<file path="config.mk">
export PLATFORM = sky130hd
export DESIGN_NAME = sprite_list_writer
export DESIGN_NICKNAME = d
export VERILOG_FILES = /design/src/rtl/sprite_list_writer.sv
export SDC_FILE = /design/constraint.sdc
export NUM_CORES = 2
export LEC_CHECK = 0
export ABC_AREA = 1
export CELL_PAD_IN_SITES_DETAIL_PLACEMENT = 1
export CELL_PAD_IN_SITES_GLOBAL_PLACEMENT = 2
export CORE_AREA = 2 2 342 344
export CTS_BUF_LIST = sky130_fd_sc_hd__clkbuf_4 sky130_fd_sc_hd__clkbuf_8 sky130_fd_sc_hd__clkbuf_16
export DETAILED_ROUTE_END_ITERATION = 10
export DIE_AREA = 0 0 344 346
export PLACE_DENSITY_LB_ADDON = 0.05
export SKIP_LAST_GASP = 1
export SYNTH_ARGS = -nofsm -noshare
export SYNTH_HDL_FRONTEND = slang
export SYNTH_SLANG_ARGS = --single-unit
</file>
<file path="constraint.sdc">
create_clock -name clk -period 5.5 [get_ports clk]
set_input_delay 0.825 -clock clk [delete_from_list [all_inputs] [get_ports clk]]
set_output_delay 0.825 -clock clk [all_outputs]
set_load 0.02 [all_outputs]
</file>
<file path="src/rtl/sprite_list_writer.sv">
// sprite_list_writer: Avalon-MM slave holding a CPU-side shadow sprite list and
// a display-side active list. A software commit copies shadow to active on the
// first line of vertical blank so the sprite controller never sees a torn frame.
// Optional macro SPRITE_IRQ_EN adds an irq output raised after each commit.
module sprite_list_writer #(
  parameter int unsigned NUM_SPRITES = 20,
  parameter int unsigned VBLANK_LINE = 480,
  parameter int unsigned ENTRY_W     = 24
) (
  input  logic                                  clk,
  input  logic                                  reset,
  input  logic                                  chipselect,
  input  logic                                  write,
  input  logic                                  read,
  input  logic [4:0]                            address,
  input  logic [31:0]                           writedata,
  output logic [31:0]                           readdata,
  input  logic [9:0]                            VGA_VCOUNT,
  output logic [NUM_SPRITES-1:0][ENTRY_W-1:0]   gl_array
`ifdef SPRITE_IRQ_EN
  ,
  output logic                                  irq
`endif
);

  localparam int unsigned ADDR_W = 5;
  localparam int unsigned DATA_W = 32;
  localparam int unsigned VC_W   = 10;
  localparam int unsigned FC_W   = 8;

  localparam logic [ADDR_W-1:0] CTRL_ADDR   = ADDR_W'(NUM_SPRITES);
  localparam logic [ADDR_W-1:0] STATUS_ADDR = ADDR_W'(NUM_SPRITES + 1);

  typedef enum logic {
    S_IDLE,
    S_PENDING
  } state_e;

  state_e                                state_q, state_d;
  logic [ENTRY_W-1:0]                    shadow_q [NUM_SPRITES];
  logic [ENTRY_W-1:0]                    shadow_d [NUM_SPRITES];
  logic [NUM_SPRITES-1:0][ENTRY_W-1:0]   active_q, active_d;
  logic [FC_W-1:0]                       frame_cnt_q, frame_cnt_d;
  logic [DATA_W-1:0]                     readdata_q, readdata_d;
  logic                                  vblank_q, vblank_d;
`ifdef SPRITE_IRQ_EN
  logic                                  irq_q, irq_d;
`endif

  logic vblank_c;
  logic vb_edge_c;
  logic wr_c;
  logic rd_c;
  logic commit_req_c;
  logic copy_c;
  logic pending_c;

  // Upper write-data bits beyond an entry carry no meaning.
  logic unused_wd_bits;
  assign unused_wd_bits = ^writedata[DATA_W-1:ENTRY_W];

  // Next-state: commit FSM, list copy, entry writes, register reads, irq.
  always_comb begin
    state_d     = state_q;
    shadow_d    = shadow_q;
    active_d    = active_q;
    frame_cnt_d = frame_cnt_q;
    readdata_d  = readdata_q;
    copy_c      = 1'b0;

    vblank_c     = (VGA_VCOUNT >= VC_W'(VBLANK_LINE));
    vblank_d     = vblank_c;
    vb_edge_c    = vblank_c && !vblank_q;
    wr_c         = chipselect && write;
    rd_c         = chipselect && read;
    commit_req_c = wr_c && (address == CTRL_ADDR) && writedata[0];
    pending_c    = (state_q == S_PENDING);

    case (state_q)
      S_IDLE: begin
        if (commit_req_c) begin
          if (vb_edge_c) copy_c = 1'b1;
          else           state_d = S_PENDING;
        end
      end
      S_PENDING: begin
        if (vb_edge_c) begin
          copy_c  = 1'b1;
          state_d = S_IDLE;
        end
      end
      default: state_d = S_IDLE;
    endcase

    // Copy samples the shadow as it stood before any same-cycle write.
    if (copy_c) begin
      for (int unsigned i = 0; i < NUM_SPRITES; i++) active_d[i] = shadow_q[i];
      frame_cnt_d = frame_cnt_q + FC_W'(1);
    end

    if (wr_c) begin
      for (int unsigned i = 0; i < NUM_SPRITES; i++) begin
        if (address == ADDR_W'(i)) shadow_d[i] = writedata[ENTRY_W-1:0];
      end
    end

    if (rd_c) begin
      readdata_d = '0;
      for (int unsigned i = 0; i < NUM_SPRITES; i++) begin
        if (address == ADDR_W'(i)) readdata_d = DATA_W'(shadow_q[i]);
      end
      if (address == STATUS_ADDR) readdata_d = {16'b0, frame_cnt_q, 7'b0, pending_c};
    end

`ifdef SPRITE_IRQ_EN
    irq_d = irq_q;
    if (rd_c && (address == STATUS_ADDR)) irq_d = 1'b0;
    if (copy_c)                           irq_d = 1'b1;
`endif
  end

  // State registers with synchronous reset.
  always_ff @(posedge clk) begin
    if (reset) begin
      state_q     <= S_IDLE;
      for (int unsigned i = 0; i < NUM_SPRITES; i++) shadow_q[i] <= '0;
      active_q    <= '0;
      frame_cnt_q <= '0;
      readdata_q  <= '0;
      vblank_q    <= 1'b0;
`ifdef SPRITE_IRQ_EN
      irq_q       <= 1'b0;
`endif
    end else begin
      state_q     <= state_d;
      shadow_q    <= shadow_d;
      active_q    <= active_d;
      frame_cnt_q <= frame_cnt_d;
      readdata_q  <= readdata_d;
      vblank_q    <= vblank_d;
`ifdef SPRITE_IRQ_EN
      irq_q       <= irq_d;
`endif
    end
  end

  assign readdata = readdata_q;
  assign gl_array = active_q;
`ifdef SPRITE_IRQ_EN
  assign irq      = irq_q;
`endif

endmodule

</file>
==> summary.md <==
| Metric | Value |
|---|---|
| Status | `finished, final reports clean` |
| P_leak | `17.32 nW` |
| Top cell type's share of synthesized area | `0.5255` |
| DRC Markers | `0` |
| Post-cts resize count | `0` |
| Post-route ant nets | `0` |
| Clock Pin Slew Worst Setup and Hold Paths | `0.06 ns` |
| Final Max Slew Viols | `0` |
| Fin crit share | `0.7602` |
| Pwr dens | `332.0 mW/mm^2` |
| GRT Util Overall | `0.2845` |
| Setup Skew | `0.01707 ns` |
| Placement Setup Slack | `0.8191 ns` |
| Post-detailed-route via-to-cell ratio | `5.203` |
| Highest clock rate | `239.2 MHz` |
| Final worst path period need | `4.181 ns` |
| Hold Buf Count CTS | `0` |
| Top cells by area, synth | `dfxtp_1 (53%), o21ai_0 (11%), nor2_1 (11%)` |
| GR Overflow Total | `0` |
| Worst slew pin tran | `1.204 ns` |
| Clock buffer depth | `3` |
| Starting Density | `0.3281` |
| Share of layout cells above drive strength 1 | `0.06040` |
| Final Setup Violations | `0` |
| Synth cell types | `28` |
| Row count | `125` |
| Layout area overhead | `27.87%` |
| Clock root cell | `clkbuf_16` |
| Min setup slack post-route | `1.319 ns` |
| Largest net degree at the start of global routing | `154` |
| First-pass GRT wire length | `250100 um` |
| Max VDD drop | `252.3 uV` |
| First DRT Iteration DRCs | `3018` |
| Max-cap violations | `0` |
| Synth area leader | `dfxtp_1` |
| Number of global-route vias before repair | `34820` |
| Design area | `0.04842 mm^2` |
| Most frequent cells in the layout | `nor2_1 (1138), dfxtp_1 (994), o21ai_0 (864), a21oi_1 (549), nand2_1 (542)` |
| Clk sinks | `994` |
| PortBufs | `542` |
| Worst hold path type | `register to register` |
| DP HPWL | `119700 um` |
| CP Max Fanout | `16` |
| Post-Synthesis Cells | `5102` |
| Relative slew slack | `0.1951` |
| Setup TNS | `0 ns` |
| Total Power | `0.01608 W` |
| DR WL/cell | `24.80 um` |
| Final Hold Fails | `0` |
| Routability congestion estimate | `0.8476` |
| Final wirelength | `175000 um` |
| Core Area | `0.1154 mm^2` |
| Initial antenna violation count | `11` |
| CTS tree | `yes` |
| CP Class | `input port to register` |
| Synth Register Bits | `994` |
| CTS HTree Levels | `3` |
| Required time worst endpoint | `6.06 ns` |
| Yosys warning count | `0` |
| CTS buffer count | `113` |
| Num ports | `564` |
| Synthesized cell area | `0.03787 mm^2` |
| RSZ-0062 raised after global routing | `no` |
| Chip height | `346 um` |
| Latest clock arrival within the worst-skew pair | `0.72 ns` |
| Worst EP arrival | `4.74 ns` |
| Crit. End Element | `register` |
| Drt pass-1 iters | `5` |
| Most common cell after layout, fill and taps aside | `nor2_1` |
| Via count | `36720` |
| Postcts setup bufs | `0` |
| Fin util | `0.4195` |
| Layout net count | `5494` |
| Post-place instance area | `0.04445 mm^2` |
| Die area | `0.1190 mm^2` |
| Die width | `344 um` |
| Sequential area share after synthesis | `0.5255` |
| Startpoint Class | `input port` |
| Synthesized area per cell | `7.423 um^2` |
## metrics by stage
step | hold WS (ns) | cells
2_1_floorplan | 0.4441 | 5109
3_3_place_gp | 0.4513 | 6850
3_5_place_dp | 0.4651 | 6850
4_1_cts | 0.4762 | 7054
5_1_grt | 0.4942 | 7054
6_report | 0.4734 | 7058
## kinds of logic (layout without fill, tap and decap cells)
group	count (synthesis)	count (layout)	share of synthesized area
AO/OA/AOI/OAI	1427	1427	0.1894
adder cells (fa/ha/maj)	1	1	0.0003303
buffers and inverters	676	1097	0.07117
flip-flops	994	994	0.5255
other	1	12	0.00009902
AND/OR/NAND/NOR	2003	2003	0.2135
## layout make-up
class	count	area (um^2)
fill	13860	67000
antenna	4	10.01
clock inverter	45	570.5
tap	1524	1907
timing repair buffer	639	6322
clock buffer	159	3392
multi-input combinational	3439	15350
sequential	994	19900
inverter	254	970.9
## worst max-delay path: stages
cell,delay [ns]
clkdlybuf4s50_1,0.60
inv_2,0.21
nand2_1,0.40
nor2_4,0.19
buf_4,0.23
nand2_1,0.07
nand4_1,0.09
nor2_1,0.49
nand4_1,0.15
nor2_1,0.47
nand4_1,0.29
nor2_1,0.41
nand4_1,0.13
nand2_1,0.10
a21oi_1,0.06
## final timing paths
| path | start | to | slack [ns] | cells past startpoint |
|---|---|---|---|---|
| max | address[4] | readdata[11] | 1.32 | 15 |
| min | readdata[1] | readdata[1] | 0.47 | 2 |
| max reg2reg | shadow_q[461] | readdata[5] | 2.24 | 12 |
| min reg2reg | readdata[1] | readdata[1] | 0.47 | 2 |
## sequential cells by signal, summed over array words and instances, names as in the netlist
| signal | flops |
|---|---|
| pending_c | 1 |
| frame_cnt_q | 8 |
| gl_array | 480 |
| shadow_q | 480 |
| vblank_q | 1 |
| readdata | 24 |
## where the power goes
part	internal, W	switching [W]
clock network	0.00488	0.00320
registers	0.00724	0.0000310
logic	0.000163	0.000565
## cell usage after synthesis (all sizes together)
cell type	number
nor2	1150
dfxtp	994
o21ai	865
a21oi	549
nand2	543
clkbuf	309
inv	248
nand3	211
buf	113
nand4	83
nor3	16
a211oi	9
clkinv	6
a31oi	1
a41oi	1
conb	1
ha	1
o21a	1
o21bai	1
## metal layers
metal / up-vias / share of wire / GRT usage / wire length [um]
met2: 1075 / 0.45 / 0.4454 / 78980
met5: - / 0.000074 / 0 / 13
met4: 2 / 0.023 / 0.06664 / 3980
met3: 164 / 0.056 / 0.04035 / 9879
met1: 18110 / 0.47 / 0.4109 / 82200
li1: 17370 / - / - / -
No activity file was read; power rests on OpenSTA's default activity.
